==> src/rtl/phi2_mode_detect.sv <==
// phi2_mode_detect
//   Classifies the once-per-second PHI2 frequency word as ABSENT / C64 / C128 /
//   UNKNOWN, debounces the class over CONFIRM consecutive samples and publishes
//   a stable host-mode indication. Once locked, the published mode is held
//   while a different class is being confirmed (hysteresis).
//
// Ports
//   clk_ref      in   1   reference clock (REF_HZ cycles per sample period)
//   rst_n        in   1   asynchronous active-low reset
//   freq_hz      in   32  measured PHI2 frequency in Hz, unsigned
//   mode         out  2   locked class: 00 ABSENT, 01 C64, 10 C128, 11 UNKNOWN
//   mode_valid   out  1   set once any class has locked, cleared only by reset
//   mode_change  out  1   one-cycle pulse when mode is loaded with a new value
//   clk_absent   out  1   most recent sample classified ABSENT
//   video_pal    out  1   (only with PHI2_MODE_DET_VIDEO_STD_EN) PAL/NTSC guess
//
// Optional feature macro: PHI2_MODE_DET_VIDEO_STD_EN adds the video_pal output
// and its PAL_SPLIT parameter.

module phi2_mode_detect #(
  parameter int unsigned REF_HZ     = 50000000,
  parameter int unsigned ABSENT_MAX = 100000,
  parameter int unsigned C64_MIN    = 900000,
  parameter int unsigned C64_MAX    = 1100000,
  parameter int unsigned C128_MIN   = 1800000,
  parameter int unsigned C128_MAX   = 2200000,
  parameter int unsigned CONFIRM    = 3
`ifdef PHI2_MODE_DET_VIDEO_STD_EN
  , parameter int unsigned PAL_SPLIT = 1004000
`endif
) (
  input  logic        clk_ref,
  input  logic        rst_n,
  input  logic [31:0] freq_hz,
  output logic [1:0]  mode,
  output logic        mode_valid,
  output logic        mode_change,
  output logic        clk_absent
`ifdef PHI2_MODE_DET_VIDEO_STD_EN
  , output logic      video_pal
`endif
);

  localparam int TW = (REF_HZ > 1) ? $clog2(REF_HZ) : 1;
  localparam int CW = $clog2(CONFIRM + 1);
  localparam logic [TW-1:0] TIMER_LAST = TW'(REF_HZ - 1);
  localparam logic [CW-1:0] COUNT_ONE  = CW'(1);
  localparam logic [CW-1:0] COUNT_FULL = CW'(CONFIRM);

  typedef enum logic [1:0] {
    CLS_ABSENT  = 2'b00,
    CLS_C64     = 2'b01,
    CLS_C128    = 2'b10,
    CLS_UNKNOWN = 2'b11
  } cls_t;

  typedef enum logic [1:0] {
    ST_SEARCH,
    ST_CONFIRM,
    ST_LOCKED
  } state_t;

  logic [TW-1:0] timer;
  logic          tick;
  cls_t          cls;

  state_t        state_q, state_d;
  cls_t          cand_q, cand_d;
  logic [CW-1:0] count_q, count_d;
  cls_t          mode_q, mode_d;
  logic          valid_q, valid_d;
  logic          change_q, change_d;
  logic          absent_q, absent_d;
  logic [CW:0]   count_inc;
  logic          restart;
  logic          do_lock;
  cls_t          lock_cls;
`ifdef PHI2_MODE_DET_VIDEO_STD_EN
  logic          pal_q, pal_d;
  logic          pal_update;
`endif

  // Sample period timer; tick marks the last cycle of each period so the
  // first tick lands REF_HZ cycles after reset release.
  always_ff @(posedge clk_ref or negedge rst_n) begin
    if (!rst_n) begin
      timer <= '0;
    end else if (tick) begin
      timer <= '0;
    end else begin
      timer <= timer + 1'b1;
    end
  end

  assign tick = (timer == TIMER_LAST);

  // Band classification; ABSENT wins over the frequency bands.
  always_comb begin
    cls = CLS_UNKNOWN;
    if (freq_hz <= 32'(ABSENT_MAX)) begin
      cls = CLS_ABSENT;
    end else if (freq_hz >= 32'(C64_MIN) && freq_hz <= 32'(C64_MAX)) begin
      cls = CLS_C64;
    end else if (freq_hz >= 32'(C128_MIN) && freq_hz <= 32'(C128_MAX)) begin
      cls = CLS_C128;
    end
  end

  assign count_inc = {1'b0, count_q} + {{CW{1'b0}}, 1'b1};

  // Next-state logic. A "restart" begins a new candidate run of length one;
  // with CONFIRM==1 that run is already long enough, so it locks at once.
  always_comb begin
    state_d  = state_q;
    cand_d   = cand_q;
    count_d  = count_q;
    mode_d   = mode_q;
    valid_d  = valid_q;
    change_d = 1'b0;
    absent_d = absent_q;
    restart  = 1'b0;
    do_lock  = 1'b0;
    lock_cls = cand_q;
    if (tick) begin
      absent_d = (cls == CLS_ABSENT);
      unique case (state_q)
        ST_SEARCH: restart = 1'b1;
        ST_CONFIRM: begin
          if (cls == cand_q) begin
            if (count_inc == (CW+1)'(CONFIRM)) begin
              do_lock  = 1'b1;
              lock_cls = cand_q;
              count_d  = COUNT_FULL;
            end else begin
              count_d = count_inc[CW-1:0];
            end
          end else begin
            restart = 1'b1;
          end
        end
        ST_LOCKED: begin
          if (cls != mode_q) begin
            restart = 1'b1;
          end
        end
        default: state_d = ST_SEARCH;
      endcase
      if (restart) begin
        cand_d  = cls;
        count_d = COUNT_ONE;
        if (CONFIRM == 1) begin
          do_lock  = 1'b1;
          lock_cls = cls;
        end else begin
          state_d = ST_CONFIRM;
        end
      end
      if (do_lock) begin
        mode_d   = lock_cls;
        valid_d  = 1'b1;
        change_d = !valid_q || (lock_cls != mode_q);
        state_d  = ST_LOCKED;
      end
    end
  end

`ifdef PHI2_MODE_DET_VIDEO_STD_EN
  // Video standard is re-evaluated whenever the locked class is confirmed,
  // using the sample that confirmed it.
  always_comb begin
    pal_d      = pal_q;
    pal_update = do_lock || (tick && state_q == ST_LOCKED && cls == mode_q);
    if (pal_update) begin
      unique case (mode_d)
        CLS_C64:  pal_d = (freq_hz < 32'(PAL_SPLIT));
        CLS_C128: pal_d = (freq_hz < 32'(2 * PAL_SPLIT));
        default:  pal_d = 1'b0;
      endcase
    end
  end

  always_ff @(posedge clk_ref or negedge rst_n) begin
    if (!rst_n) begin
      pal_q <= 1'b0;
    end else begin
      pal_q <= pal_d;
    end
  end

  assign video_pal = pal_q;
`endif

  // State and output registers.
  always_ff @(posedge clk_ref or negedge rst_n) begin
    if (!rst_n) begin
      state_q  <= ST_SEARCH;
      cand_q   <= CLS_ABSENT;
      count_q  <= '0;
      mode_q   <= CLS_ABSENT;
      valid_q  <= 1'b0;
      change_q <= 1'b0;
      absent_q <= 1'b0;
    end else begin
      state_q  <= state_d;
      cand_q   <= cand_d;
      count_q  <= count_d;
      mode_q   <= mode_d;
      valid_q  <= valid_d;
      change_q <= change_d;
      absent_q <= absent_d;
    end
  end

  assign mode        = mode_q;
  assign mode_valid  = valid_q;
  assign mode_change = change_q;
  assign clk_absent  = absent_q;

endmodule

==> config.mk <==
export PLATFORM = sky130hd
export DESIGN_NAME = phi2_mode_detect
export DESIGN_NICKNAME = d
export VERILOG_FILES = /design/src/rtl/phi2_mode_detect.sv
export SDC_FILE = /design/constraint.sdc
export NUM_CORES = 1
export LEC_CHECK = 0
export ABC_CLOCK_PERIOD_IN_PS = 2740
export CAP_MARGIN = 25
export CELL_PAD_IN_SITES_DETAIL_PLACEMENT = 2
export CELL_PAD_IN_SITES_GLOBAL_PLACEMENT = 2
export CORE_ASPECT_RATIO = 0.7
export CORE_UTILIZATION = 31
export CTS_BUF_LIST = sky130_fd_sc_hd__clkbuf_8
export DETAILED_ROUTE_END_ITERATION = 8
export GPL_TIMING_DRIVEN = 0
export HOLD_SLACK_MARGIN = 0.15
export PLACE_DENSITY_LB_ADDON = 0.1
export SLEW_MARGIN = 20
export SYNTH_ARGS = -nofsm -noshare
export SYNTH_HDL_FRONTEND = slang
export SYNTH_SLANG_ARGS = --single-unit
export TNS_END_PERCENT = 10
==> constraint.sdc <==
create_clock -name clk_ref -period 2.74 [get_ports clk_ref]
set_clock_uncertainty 0.2 [all_clocks]
set_input_delay 0.548 -clock clk_ref [delete_from_list [all_inputs] [get_ports clk_ref]]
set_output_delay 0.548 -clock clk_ref [all_outputs]
set_load 0.02 [all_outputs]
==> results_dict.tcl, run 1 <==
set metrics [dict create \
    h-tree-depth 2 \
    synth_cell_types 66 \
    dr.pass1.iters 6 \
    cpPeakStageDelay_ps 520 \
    wl_met1_mm 4.41 \
    r2r_setup_slack_ps -50 \
    wl_met2_mm 4.03 \
    cp.arrival_ps 2980 \
    rsz0062_at_grt "yes" \
    gr-total-overflow 0 \
    slew_headroom_pct 58.2 \
    slew_violations 0 \
    fmax_ghz 0.334 \
    outcome "finished with violations" \
    port_buffers 34 \
    violations "negative setup slack" \
    fp.dieH_um 76.8 \
    mostFrequentLayoutCell "dfrtp_1" \
    fin_nets 358 \
    setup_viol 9 \
    powerDensity_mw_per_mm2 326 \
    coreArea_mm2 0.00751 \
    grt_antenna_before_repair 0 \
    routed_via_density 5.63 \
    end_kind "flop" \
    place_congestion 0.728 \
    synth_fp_nets 303 \
    syn_inst 267 \
    synth_top_flop_cell "dfrtp_1" \
    clk_pin_slew_worst_paths_ps 80 \
    synth_edf_count 0 \
    slowest_stage "or4_1" \
    regArea_um2 926 \
    syn_area_per_cell_um2 9.27 \
    wl_per_cell_um 20.8 \
    critPathKind "input pin to flop" \
    die_w_um 109 \
    period_share_pct 109 \
    holdWs_ps 300 \
    grt_pass1_vias 2576 \
    worstHoldStart "timer[0]" \
    io_pins 39 \
    top_layer_used "met4" \
    synthArstFlopShare_pct 100 \
    grt_max_degree 28 \
    cts_tree "done" \
    hold_violations 0 \
    reg2reg_to "cand_q[0]" \
    root_buffer "clkbuf_8" \
    placementRows 26 \
    synthesis.area_mm2 0.00248 \
    drv_cap 0 \
    holdPathStages 1 \
    leakage_uw 0.00141 \
    drc_errors 0 \
    final_cell_mix "dfrtp_1, nor2_1, nand2_1, xor2_1" \
    crit_fanout 3 \
    hpwlAfterDp_mm 5.96 \
    met3WireLength_um 226 \
    setup_ws_ps -254 \
    yosysWarningCount 0 \
    drtIter0Drc 122 \
    fin_crit_ps 2990 \
    crit_path_start_kind "input pin" \
    hold_class "flop to flop" \
    drive_above_1_share_pct 29.4 \
    grt_usage_pct 21.9 \
    r2r_cells 7 \
    crit_chain "dlygate4sd2_1, nor4_2, nand2_1, or3_4, o211ai_1, xor2_1, o311a_1, or4_1, o31a_1" \
    clk_latency_ps 300 \
    synth-seq-area-share_pct 37.4 \
    clock_path_buffers 2 \
    diodes 0 \
    timing.setup.tns_ps -1450 \
    irDropWorstVdd_uv 193 \
    numCtsBuffers 5 \
    worstPathRequired_ps 2720 \
    numClockSinks 37 \
    wl_mm 8.76 \
    ant_nets 0 \
    worst_pin_slew_ps 623 \
    die-area_mm2 0.00835 \
    ys_seq_elements 37 \
    r2r-start "timer[18]" \
    vias 2369 \
    grt_pass1_wl_mm 13.9 \
    multi_input_area_mm2 0.00179 \
    num-fill-cells 795 \
    initial_utilization_pct 33.0 \
    syn_to_final_growth_pct 39.4 \
    min_to "timer[0]" \
]
==> cells by family (layout without fill, tap and decap cells) <==
family / Yosys count / after routing / synth area share [%]
AO/OA/AOI/OAI: 46 / 46 / 16.6
XOR/XNOR: 24 / 24 / 8.49
adder cells (fa/ha/maj): 2 / 2 / 1.01
buffers and inverters: 20 / 76 / 3.18
flip-flops: 37 / 37 / 37.4
multiplexers: 6 / 6 / 2.78
AND/OR/NAND/NOR: 132 / 132 / 30.5
==> worst max path at each step <==
stage                     slack [ps]    endpoint  cells after the start        start
after CTS                       -330  count_q[0]                      8   freq_hz[2]
after global placement         -1230   cand_q[0]                      9   freq_hz[6]
after floorplan                 -280  count_q[0]                      8   freq_hz[0]
after global routing            -330  count_q[0]                      9  freq_hz[22]
after detailed placement       -1230  count_q[0]                      9  freq_hz[11]
final                           -250  count_q[0]                      9  freq_hz[22]
==> where the power goes <==
part           leakage (µW)  total [µW]  internal, µW  switching [µW]
combinational      0.000881         137          56.4            80.5
clock             0.0000542         442           228             214
sequential         0.000477         546           545          0.0221
total               0.00141        1120           830             294
==> layer usage <==
| metal | vias to the layer above | global-route usage, % |
|---|---|---|
| met2 | 30 | 33.2 |
| met4 | 0 | 5.00 |
| met3 | 12 | 4.68 |
| met1 | 1216 | 31.7 |
| met5 | - | 0 |
| li1 | 1111 | - |
==> flip-flops by register name, summed over array words and instances (netlist names) <==
signal,count
count_q,2
mode,2
cand_q,2
mode_change,1
timer,26
mode_valid,1
clk_absent,1
state_q,2
==> Yosys cell counts, drive strengths merged (2+ instances only) <==
cell type / n / area share (%)
dfrtp: 37 / 37
nor2: 28 / 4.2
nand2: 20 / 3.0
nand3: 17 / 3.6
xor2: 15 / 5.3
inv: 12 / 1.8
nor3: 11 / 2.2
nor4: 11 / 3.0
nand4: 10 / 3.1
xnor2: 9 / 3.2
a21oi: 8 / 1.6
or3: 7 / 2.0
o21ai: 6 / 1.2
and4: 5 / 1.8
a2111oi: 4 / 2.7
buf: 4 / 0.76
clkbuf: 4 / 0.61
mux2: 4 / 2.0
nand4b: 4 / 1.4
o2111ai: 4 / 1.7
nand2b: 3 / 0.76
o31ai: 3 / 1.1
or4: 3 / 1.1
a211o: 2 / 0.71
a31oi: 2 / 0.51
and3: 2 / 0.51
ha: 2 / 1.0
mux2i: 2 / 0.81
nor2b: 2 / 0.51
nor4bb: 2 / 0.81
o211ai: 2 / 0.61
o311ai: 2 / 0.71
o31a: 2 / 0.76
o41ai: 2 / 1.5
or2: 2 / 0.61
==> worst max-delay path: cells and delay by family <==
kind,cells,cell delay [ps]
buffers and inverters,1,270
AO/OA/AOI/OAI,3,630
AND/OR/NAND/NOR,4,1370
XOR/XNOR,1,160
==> what timing repair did <==
| item | CTS | global route |
|---|---|---|
| setup endpoints to repair | 21 | 20 |
| endpoints found under the hold margin | 10 | 0 |
| resized for setup | 90 | 37 |
| pin swaps | 19 | 18 |
| hold buffers | 1 | 0 |
| buffers inserted | 7 | 6 |
==> stage by stage <==
stage	total power (µW)	util [%]	instance area [µm²]	setup WS [ps]	cells
6_report	1120	45.9	3450	-254	421
5_1_grt	1170	45.9	3450	-330	421
4_1_cts	1130	44.4	3340	-331	416
3_5_place_dp	677	39.5	2970	-1230	400
3_3_place_gp	673	39.3	2960	-1230	399
2_1_floorplan	592	-	2490	-284	267
==> cell type report <==
cell class                      count  share of cell area (%)
Sequential cell                    37                    26.8
Clock buffer                        7                    2.79
Clock inverter                      1                   0.145
Buffer                              7                    1.34
Inverter                           12                    1.31
Tap cell                           98                    3.55
Timing Repair Buffer               49                    12.0
Multi-Input combinational cell    210                    52.0
No activity file was read; power rests on OpenSTA's default activity.
==> inputs of run 2 (changes only) <==
--- a/config.mk
+++ b/config.mk
@@ -15,6 +15,7 @@
 export DETAILED_ROUTE_END_ITERATION = 8
 export GPL_TIMING_DRIVEN = 0
 export HOLD_SLACK_MARGIN = 0.15
+export MAX_ROUTING_LAYER = met4
 export PLACE_DENSITY_LB_ADDON = 0.1
 export SLEW_MARGIN = 20
 export SYNTH_ARGS = -nofsm -noshare
==> run 2 against run 1 <==
  * The run still ends with negative setup slack left
  * Count of clock-buffer cells in the layout unchanged
  * Clock power about the same
  * Worst setup slack got worse by 30 ps
  * Combinational power about the same
==> results_dict.tcl, run 2 (synthesis gave the netlist of run 1 again) <==
set metrics [dict create \
    cp.arrival_ps 3010 \
    crit_path_start_kind "input pin" \
    final_core_util_pct 45.6 \
    r2r_cells 8 \
    leakage_uw 0.00140 \
    vias 2364 \
    slew_violations 0 \
    grt_usage_pct 22.7 \
    clock_path_buffers 2 \
    num-fill-cells 798 \
    die_w_um 109 \
    worstPathRequired_ps 2720 \
    cts_tree "done" \
    hpwlAfterDp_mm 5.96 \
    drc_errors 0 \
    grt_pass1_vias 2575 \
    io_pins 39 \
    wl_mm 8.76 \
    outcome "finished with violations" \
    holdWs_ps 300 \
    fin_nets 358 \
    period_share_pct 110 \
    syn_to_final_growth_pct 38.3 \
    dr.pass1.iters 4 \
    grt_pass1_wl_mm 13.9 \
    place_congestion 0.736 \
    placementRows 26 \
    initial_utilization_pct 33.0 \
    top_layer_used "met4" \
    wl_met2_mm 3.98 \
    crit_fanout 6 \
    grt_max_degree 28 \
    regMostFlops "timer" \
    critPathKind "input pin to flop" \
    setup_ws_ps -284 \
    met3WireLength_um 282 \
    drive_above_1_share_pct 28.5 \
    holdPathStages 1 \
    coreArea_mm2 0.00751 \
    mostFrequentLayoutCell "dfrtp_1" \
    ant_nets 0 \
    wl_per_cell_um 20.8 \
    powerDensity_mw_per_mm2 329 \
    setup_viol 8 \
    slew_headroom_pct 58.0 \
    h-tree-depth 2 \
    hold_class "flop to flop" \
    gr-total-overflow 0 \
    irDropWorstVdd_uv 192 \
    die-area_mm2 0.00835 \
    largest_reg_flops 26 \
    final_cell_mix "dfrtp_1, nor2_1, nand2_1, xor2_1" \
    routed_via_density 5.62 \
    drv_cap 0 \
    numClockSinks 37 \
    clk_pin_slew_worst_paths_ps 80 \
    fin_crit_ps 3020 \
    violations "negative setup slack" \
    root_buffer "clkbuf_8" \
    fp.dieH_um 76.8 \
    numCtsBuffers 5 \
    hold_violations 0 \
    wl_met1_mm 4.42 \
    end_kind "flop" \
    fmax_ghz 0.331 \
    grt_antenna_before_repair 0 \
    worst_pin_slew_ps 625 \
    clk_latency_ps 300 \
    drtIter0Drc 91 \
    port_buffers 34 \
    rsz0062_at_grt "yes" \
    diodes 0 \
]
run 2: metal layers:
metal / GRT usage (%) / vias to the layer above
li1: - / 1110
met1: 31.7 / 1210
met2: 33.2 / 35
met3: 5.61 / 9
met4: 4.59 / 0
met5: - / -
run 2: layout make-up:
type	count	area, µm²	area share [%]
buffer	7	46.3	1.35
inverter	12	45.0	1.32
clock buffer	7	96.3	2.81
sequential	37	926	27.0
clock inverter	1	5.00	0.146
multi-input combinational	210	1770	51.8
timing repair buffer	49	409	11.9
tap	98	123	3.58
run 2: critical path, cell delays in order:
cell and delay [ps]:
dlygate4sd2_1 350, o2111ai_2 160, a2111oi_4 390, or3_4 220, o211ai_1 140, xor2_1 200
o311a_1 340, or4_1 520, o31a_1 120
run 2: worst paths after layout:
path,startpoint,end,slack [ps]
min reg2reg,timer[0],timer[0],300
max,freq_hz[5],count_q[0],-280
min in group asynchronous,rst_n,timer[9],460
min,timer[0],timer[0],300
max in group asynchronous,rst_n,count_q[1],1430
max reg2reg,timer[0],cand_q[0],-50
run 2: per-stage QoR:
step	total power (µW)	setup TNS, ps	instances	cell area (µm²)	setup slack, ps
final	1130	-1440	421	3420	-284
after CTS	1130	-1140	416	3340	-331
after global routing	1170	-3040	421	3420	-366
after global placement	673	-16510	399	2960	-1230
after detailed placement	677	-14590	400	2970	-1230
after floorplan	592	-1100	267	2490	-284
run 2: power by group:
part | internal, µW | switching [µW]
logic | 55.5 | 80.0
clock network | 228 | 216
registers | 545 | 0.0216
total | 829 | 296
run 2: what timing repair did:
action,in CTS,in global routing
hold endpoints to repair,10,0
pin swaps,19,17
endpoints found under the setup margin,21,20
buffers inserted,7,6
resized for setup,90,33
hold buffers,1,0
==> inputs of run 3 (changes only) <==
--- a/config.mk
+++ b/config.mk
@@ -10,13 +10,15 @@
 export CELL_PAD_IN_SITES_DETAIL_PLACEMENT = 2
 export CELL_PAD_IN_SITES_GLOBAL_PLACEMENT = 2
 export CORE_ASPECT_RATIO = 0.7
-export CORE_UTILIZATION = 31
+export CORE_UTILIZATION = 37
 export CTS_BUF_LIST = sky130_fd_sc_hd__clkbuf_8
 export DETAILED_ROUTE_END_ITERATION = 8
+export DONT_BUFFER_PORTS = 1
 export GPL_TIMING_DRIVEN = 0
 export HOLD_SLACK_MARGIN = 0.15
 export MAX_ROUTING_LAYER = met4
 export PLACE_DENSITY_LB_ADDON = 0.1
+export SETUP_SLACK_MARGIN = 0.2
 export SLEW_MARGIN = 20
 export SYNTH_ARGS = -nofsm -noshare
 export SYNTH_HDL_FRONTEND = slang
==> run 3 against run 2 <==
  * The run still ends with negative setup slack left
  * First-iteration DRC count decreased by 20%
  * Final area decreased by 12%
  * Sequential cell count unchanged
  * Critical endpoint is now mode[1]
  * Largest cell class unchanged
  * Largest power group unchanged
  * Highest routed layer unchanged
==> results_dict.tcl, run 3 (synthesis gave the netlist of run 1 again) <==
set metrics [dict create \
    period_share_pct 107 \
    outcome "finished with violations" \
    worst_pin_slew_ps 495 \
    io_pins 39 \
    coreArea_mm2 0.00634 \
    grt_usage_pct 24.1 \
    clk_latency_ps 300 \
    r2r_cells 9 \
    wl_per_cell_um 20.3 \
    r2r_setup_slack_ps -80 \
    cp-startpoint "freq_hz[0]" \
    critPathKind "input pin to flop" \
    hpwlAfterDp_mm 5.51 \
    hold_violations 0 \
    leakage_uw 0.00121 \
    vias 2218 \
    r2r-start "timer[1]" \
    wl_met1_mm 3.95 \
    hold_class "flop to flop" \
    die-area_mm2 0.00703 \
    grt_pass1_wl_mm 12.5 \
    slew_headroom_pct 66.8 \
    routed_via_density 5.87 \
    powerDensity_mw_per_mm2 371 \
    min_to "count_q[1]" \
    fmax_ghz 0.340 \
    drc_errors 0 \
    root_buffer "clkbuf_8" \
    numClockSinks 37 \
    gr-total-overflow 0 \
    syn_to_final_growth_pct 21.7 \
    fin_nets 322 \
    placementRows 24 \
    grt_antenna_before_repair 0 \
    crit_fanout 3 \
    initial_utilization_pct 39.1 \
    pre_cts_slack_ps -872 \
    slowest_stage "or4_4" \
    setup_ws_ps -202 \
    regMostFlops "timer" \
    setup_viol 7 \
    drv_cap 0 \
    cp.arrival_ps 2930 \
    numCtsBuffers 5 \
    clk_pin_slew_worst_paths_ps 80 \
    cpPeakStageDelay_ps 580 \
    port_buffers 0 \
    reg2reg_to "cand_q[0]" \
    crit_chain "or4_4, o41ai_4, buf_4, o2111ai_4, a2111oi_4, or2_4, nand4_4, mux2_4" \
    mostFrequentLayoutCell "dfrtp_1" \
    irDropWorstVdd_uv 187 \
    cts_tree "done" \
    clock_path_buffers 2 \
    grt_pass1_vias 2439 \
    wl_mm 7.67 \
    worstHoldStart "count_q[1]" \
    drive_above_1_share_pct 22.6 \
    holdPathStages 1 \
    stdcell_count 378 \
    final_cell_mix "dfrtp_1, nor2_1, nand2_1, xor2_1, nand3_1" \
    diodes 0 \
    grt_max_degree 38 \
    end_kind "flop" \
    fin_crit_ps 2940 \
    wl_met2_mm 3.42 \
    dr.pass1.iters 4 \
    top_layer_used "met4" \
    drtIter0Drc 73 \
    h-tree-depth 2 \
    crit_path_start_kind "input pin" \
    worstPathRequired_ps 2730 \
    ant_nets 0 \
    met3WireLength_um 219 \
    rsz0062_at_grt "yes" \
    violations "negative setup slack" \
    dp_cells 359 \
    largest_reg_flops 26 \
    die_w_um 99.8 \
    fin_total_pwr_uw 1120 \
    fp.dieH_um 70.4 \
    slew_violations 0 \
    place_congestion 0.812 \
]
## run 3: cell types whose count changed in the layout (fill, tap and decap cells not counted), moves of 2 or more
cell / delta
nor4_1: +3
mux2_4: -2
buf_2: -7
buf_4: -2
clkdlybuf4s50_1: -13
dlygate4sd2_1: -6
clkbuf_2: -2
nor4_4: -2
o31ai_4: -2
buf_6: -3
## run 3: layout make-up
type	count	area, µm²
clock inverters	2	37.5
repair buffers	12	105
flip-flops and latches	37	927
plain buffers	8	48.8
fillers	659	3320
multi-input cells	210	1650
well taps	91	114
inverters	12	45.0
clock buffers	6	82.6
## run 3: worst max path at each step
stage                             to  slack (ps)  depth (start not counted)
after floorplan           count_q[0]        -280                          8
after global placement     cand_q[0]        -800                          9
after detailed placement   cand_q[0]        -870                          9
after CTS                    mode[1]        -140                          8
after global routing       cand_q[0]        -300                         10
final                        mode[1]        -200                          8
## run 3: power by group
group / internal, µW / total [µW] / switching (µW)
Clock: 296 / 506 / 210
Sequential: 545 / 546 / 0.0185
Combinational: 26.8 / 68.4 / 41.6
Total: 868 / 1120 / 251
## run 3: metal layers
layer	track usage (%)	up-vias
met4	5.88	0
met5	-	-
li1	-	1037
met3	3.70	9
met1	33.7	1134
met2	36.6	38
## run 3: stage by stage
stage | TNS (ps) | hold slack [ps] | util [%] | area, µm²
4_1_cts | -612 | 302 | 46.4 | 2940
6_report | -960 | 312 | 47.6 | 3010
5_1_grt | -1730 | 343 | 47.6 | 3010
3_5_place_dp | -9840 | 55.1 | 41.2 | 2610
2_1_floorplan | -1100 | 52.4 | - | 2490
3_3_place_gp | -9160 | 54.9 | 41.1 | 2610
## run 3: what timing repair did
item,in CTS,in global routing
resized for setup,23,14
hold buffers,2,0
setup endpoints to repair,21,22
setup buffers,9,0
pin swaps,14,6
hold endpoints to repair,37,0
## run 3: critical path, delay by kind of cell
kind                   cells  cell delay (ps)
AO/OA/AOI/OAI              3              930
buffers and inverters      1              190
multiplexers               1              330
AND/OR/NAND/NOR            3              940
